[src/rtl/bcd_countdown_ctrl.sv]
// ============================================================================
// Module      : bcd_countdown_ctrl
// Description : 2-digit BCD countdown sequencer (IDLE/RUN/PAUSE/DONE) with
//               anode-scanned sharing of one BCD-to-7-segment decoder.
//               Segments and DP are active-low; DP is held off (1).
// Revision    : 1.0 - initial release
// ============================================================================
`default_nettype none

module bcd_to_7sd (
    input  logic [3:0] i_bcd,
    output logic [6:0] o_seg      // {A,B,C,D,E,F,G}, active-low
);
    always_comb begin
        o_seg = 7'b111_1111;
        case (i_bcd)
            4'd0: o_seg = 7'b000_0001;
            4'd1: o_seg = 7'b100_1111;
            4'd2: o_seg = 7'b001_0010;
            4'd3: o_seg = 7'b000_0110;
            4'd4: o_seg = 7'b100_1100;
            4'd5: o_seg = 7'b010_0100;
            4'd6: o_seg = 7'b010_0000;
            4'd7: o_seg = 7'b000_1111;
            4'd8: o_seg = 7'b000_0000;
            4'd9: o_seg = 7'b000_0100;
            default: o_seg = 7'b111_1111;
        endcase
    end
endmodule

module bcd_countdown_ctrl #(
    parameter int TICK_DIV = 100_000_000,
    parameter int SCAN_DIV = 100_000,
    parameter int STEP     = 1
) (
    input  logic       clk,
    input  logic       rst,
    input  logic       load,
    input  logic [7:0] load_value,
    input  logic       start,
    input  logic       pause,
    output logic [7:0] count,
    output logic       running,
    output logic       done,
    output logic [1:0] an,
    output logic       A,
    output logic       B,
    output logic       C,
    output logic       D,
    output logic       E,
    output logic       F,
    output logic       G,
    output logic       DP
);
    localparam int TICK_W = $clog2(TICK_DIV);
    localparam int SCAN_W = (SCAN_DIV > 1) ? $clog2(SCAN_DIV) : 1;
    localparam logic [TICK_W-1:0] c_tick_last = TICK_W'(TICK_DIV - 1);
    localparam logic [SCAN_W-1:0] c_scan_last = SCAN_W'(SCAN_DIV - 1);
    localparam logic [3:0]        c_step      = 4'(STEP);

    typedef enum logic [1:0] {
        S_IDLE  = 2'd0,
        S_RUN   = 2'd1,
        S_PAUSE = 2'd2,
        S_DONE  = 2'd3
    } state_t;

    state_t              r_state;
    logic [7:0]          r_count;
    logic [TICK_W-1:0]   r_tick;
    logic                r_running;
    logic                r_done;
    logic [SCAN_W-1:0]   r_scan;
    logic                r_sel;
    logic [1:0]          r_an;

    logic [3:0] w_ld_tens, w_ld_ones;
    logic [3:0] w_ones, w_tens;
    logic       w_borrow, w_sat;
    logic [3:0] w_step_ones, w_step_tens;
    logic [7:0] w_step_cnt;
    logic [3:0] w_digit;
    logic [6:0] w_seg;

    assign w_ld_tens = (load_value[7:4] > 4'd9) ? 4'd9 : load_value[7:4];
    assign w_ld_ones = (load_value[3:0] > 4'd9) ? 4'd9 : load_value[3:0];

    // Mod-16 arithmetic is exact here: the borrowed ones result is always 0..9.
    assign w_ones      = r_count[3:0];
    assign w_tens      = r_count[7:4];
    assign w_borrow    = (w_ones < c_step);
    assign w_sat       = (w_tens == 4'd0) && w_borrow;
    assign w_step_ones = w_borrow ? (w_ones + 4'd10 - c_step) : (w_ones - c_step);
    assign w_step_tens = w_borrow ? (w_tens - 4'd1) : w_tens;
    assign w_step_cnt  = w_sat ? 8'h00 : {w_step_tens, w_step_ones};

    always_ff @(posedge clk) begin
        if (rst) begin
            r_state   <= S_IDLE;
            r_count   <= 8'h00;
            r_tick    <= '0;
            r_running <= 1'b0;
            r_done    <= 1'b0;
        end else if (load) begin
            r_state   <= S_IDLE;
            r_count   <= {w_ld_tens, w_ld_ones};
            r_tick    <= '0;
            r_running <= 1'b0;
            r_done    <= 1'b0;
        end else begin
            case (r_state)
                S_IDLE: begin
                    if (start) begin
                        r_tick <= '0;
                        if (r_count == 8'h00) begin
                            r_state <= S_DONE;
                            r_done  <= 1'b1;
                        end else begin
                            r_state   <= S_RUN;
                            r_running <= 1'b1;
                        end
                    end
                end
                S_RUN: begin
                    if (pause) begin
                        r_state   <= S_PAUSE;
                        r_running <= 1'b0;
                    end else if (r_tick == c_tick_last) begin
                        r_tick  <= '0;
                        r_count <= w_step_cnt;
                        if (w_step_cnt == 8'h00) begin
                            r_state   <= S_DONE;
                            r_running <= 1'b0;
                            r_done    <= 1'b1;
                        end
                    end else begin
                        r_tick <= r_tick + 1'b1;
                    end
                end
                S_PAUSE: begin
                    // tick_cnt is left untouched so the interrupted step resumes.
                    if (start) begin
                        r_state   <= S_RUN;
                        r_running <= 1'b1;
                    end
                end
                S_DONE: begin
                    r_state <= S_DONE;
                end
                default: begin
                    r_state   <= S_IDLE;
                    r_running <= 1'b0;
                    r_done    <= 1'b0;
                end
            endcase
        end
    end

    // Anode and select flip on the same edge so the decoder never shows a stale digit.
    always_ff @(posedge clk) begin
        if (rst) begin
            r_scan <= '0;
            r_sel  <= 1'b0;
            r_an   <= 2'b10;
        end else if (r_scan == c_scan_last) begin
            r_scan <= '0;
            r_sel  <= ~r_sel;
            r_an   <= r_sel ? 2'b10 : 2'b01;
        end else begin
            r_scan <= r_scan + 1'b1;
        end
    end

    assign w_digit = r_sel ? r_count[7:4] : r_count[3:0];

    bcd_to_7sd u_bcd_to_7sd (
        .i_bcd (w_digit),
        .o_seg (w_seg)
    );

    assign {A, B, C, D, E, F, G} = w_seg;
    assign DP      = 1'b1;
    assign count   = r_count;
    assign running = r_running;
    assign done    = r_done;
    assign an      = r_an;

endmodule

`default_nettype wire

[config.mk]
export PLATFORM = sky130hd
export DESIGN_NAME = bcd_countdown_ctrl
export DESIGN_NICKNAME = d
export VERILOG_FILES = /design/src/rtl/bcd_countdown_ctrl.sv
export SDC_FILE = /design/constraint.sdc
export NUM_CORES = 1
export LEC_CHECK = 0
export CORE_UTILIZATION = 60
export DETAILED_ROUTE_END_ITERATION = 7
export GPL_TIMING_DRIVEN = 0
export MAX_ROUTING_LAYER = met4
export PLACE_DENSITY = 0.81
export SKIP_LAST_GASP = 1
export SLEW_MARGIN = 20
export SYNTH_ARGS = -nofsm -noshare
export SYNTH_HDL_FRONTEND = slang
export SYNTH_SLANG_ARGS = --single-unit
[constraint.sdc]
create_clock -name clk -period 4.95 [get_ports clk]
set_clock_uncertainty 0.05 [all_clocks]
set_input_delay 1.2375 -clock clk [delete_from_list [all_inputs] [get_ports clk]]
set_output_delay 1.2375 -clock clk [all_outputs]
set_load 0.005 [all_outputs]
==> run metrics <==
Final Net Count=507; DRC=0; setup slack after layout=863 ps; worst hold start=r_scan[0]; setup_tns=0 ps; share of the synthesized area in the top cell type=32.2%; total CTS buffers=9; Synth Area in Adders=6.25%; count of flip-flops with a built-in enable after synthesis=0; ranking of synthesized cells by area=dfxtp_1, nor2_1, ha_1, xor2_1, nand2_1; Synth Flop Type=dfxtp_1; worst path buffer plus inverter count=3; Tcrit/Tclk final=82.6%; endpoints failing hold=0; worst hold slack=397 ps; placed instance area=0.00400 sq mm; fin cells=552; post-DP HPWL=5810 um; total power draw=1.04 mW; clk buf depth=2; CP Class=flop to primary output; Max-cap violations=0; # resized after CTS=0; gpl congestion=0.894; most frequent cells after synthesis=nor2_1, dfxtp_1, nand2_1, xor2_1; post-layout util=73.9%; router iterations before antenna repair=5; die area=0.00632 sq mm; Via density=about 6; Yosys Warn Count=0; Cell Count Post-Placement=~540; Synth Area in Simple Gates=30.7%; number of DRC markers in iteration 0=253; Chip Height=just under 80 um; number of global-route vias before repair=approximately 2900; slowest CP cell=mux2i_1; n_diodes=0; Starting Density=63.9%; largest net degree at the start of global routing=11; CTS tree=built; I/O pins=33; Worst VDD drop=0.249 mV; mean post-synth cell area=8.29 sq um; # rows=27; min cycle time layout=just over 4000 ps; RSZ-0062 raised after global routing=no; clock sinks=58; worst endpoint required time=3660 ps; ys async rst share=0%; Critical Path Sink Type=primary output; Synth Cell Area=roughly 0.0036 sq mm; max_slew headroom=55.4%; via count=about 3200; main combinational cell family by area after synthesis=simple AND/OR/NAND/NOR gates; Slew @ Worst Pin=between 600 and 700 ps; Crit. Startpoint=an[0]; CP Cell Sequence=clkbuf_1 > mux2i_1 > inv_1 > nor3_1 > a21oi_1 > clkdlybuf4s50_1; chip width=~80 um; startpoint types=flop; delay-heaviest family, CP=buffers and inverters; mux contribution to synthesized area=~4.2%; layout cells sized above 1=roughly a tenth; synth unique cells=64; worst r2r src=r_tick[0]; Post-Synth XOR/XNOR Area=8.26%; Hold Crit Class=flop to flop; Worst Path Arrival=between 2000 and 3000 ps; pwr dens=250 mW/mm^2; remaining antenna violation count=0; final wirelength=7840 um; Clock Latency Late Sink=340 ps; cell taking the most area after synthesis=dfxtp_1; Root Driver=clkbuf_8; initial antenna violation count=0; syn_nets=approximately 470; Core Footprint=0.00564 sq mm; setup bufs post-CTS=0; reg2reg setup slack=2290 ps; Tot GR Track Use=27.2%; Synth Register Bits=58; port bufs=30; Compound-Gate Fraction of Synth Area=12.8%; first-pass GRT wire length=roughly 13000 um; pre-CTS WS=1260 ps; status=complete, no violations; Final Cell Area=~0.0042 sq mm; global route overflow=0; Wirelength per Cell=14.2 um; critical path fanouts, max=7; Synth Instances=435; Clock transition at path regs=60 ps; Crit path largest cell delay=about 520 ps; top-count cell post-synth=nor2_1; total leakage power=1.55 nW; Area Overhead vs Synth=15.5%; fmax=245 MHz; hold buffers post-CTS=0; sequential area share after synthesis=32.2%; pins over their slew limit=0; H-tree levels=3; setup violators final=0
## layout by cell type, fill, tap and decap left out, types with 4 or more instances in the layout
| cell | synthesis | layout |
|---|---|---|
| clkdlybuf4s50_1 | 0 | 30 |
| nor2b_1 | 4 | 4 |
| clkbuf_1 | 3 | 4 |
| nand2_1 | 43 | 43 |
| inv_1 | 14 | 14 |
| or2_2 | 4 | 4 |
| dfxtp_1 | 58 | 58 |
| mux2i_1 | 14 | 14 |
| nor2_1 | 68 | 68 |
| xnor2_1 | 12 | 12 |
| clkbuf_8 | 2 | 13 |
| a21oi_1 | 18 | 18 |
| xor2_1 | 22 | 22 |
| and4_1 | 4 | 4 |
| ha_1 | 18 | 18 |
| and3_1 | 6 | 6 |
| o21ai_0 | 15 | 15 |
| o21a_1 | 4 | 4 |
| buf_4 | 7 | 7 |
| buf_6 | 4 | 4 |
| nand4_1 | 14 | 14 |
| nor3_1 | 9 | 9 |
| nand3_1 | 18 | 18 |
| o211ai_1 | 5 | 5 |
| a31oi_1 | 4 | 4 |
## final timing paths
kind,end,cells after the start
worst min register to register,r_scan[0],1
worst max register to register,r_tick[21],8
worst max-delay path,D,6
worst min-delay path,r_scan[0],1
## metal layers
layer,global-route usage [%],wire length [um]
met1,34.1,3600
met3,5.14,423
met5,-,0
met4,11.8,136
met2,42.7,3680
## registers in the layout, indices dropped and copies added (netlist names)
name     count
r_scan      17
running      1
r_tick      27
r_state      2
an           2
done         1
count        8
## worst register-to-register path, cell delays in order, from the launching register on
cell     delay (ps)
dfxtp_1         370
ha_1            310
nor4b_1         520
nand4_1         280
o21ai_1         550
nand2_1         100
nand2_1         110
buf_4           180
nor2_1           60
## layout make-up
cell class                 count  area [sq um]
multi-input combinational    345          2250
fill                         441          1480
sequential                    58          1160
timing repair buffer          30           300
clock buffer                  12           155
buffer                        18           145
tap                           72          90.1
inverter                      14          52.6
clock inverter                 3          15.0
## cells by family (layout without fill, tap and decap cells)
logic type | Yosys count | after routing
AND/OR/NAND/NOR | 206 | 206
AO/OA/AOI/OAI | 71 | 71
flip-flops | 58 | 58
XOR/XNOR | 34 | 34
buffers and inverters | 32 | 77
adder cells (fa/ha/maj) | 18 | 18
multiplexers | 15 | 15
other | 1 | 1
## power by group
part	switching [mW]	total (mW)	internal, mW
Combinational	0.0902	0.170	0.0796
Sequential	0.00750	0.482	0.475
Clock	0.187	0.391	0.204
(Power assumes the default switching activity.)
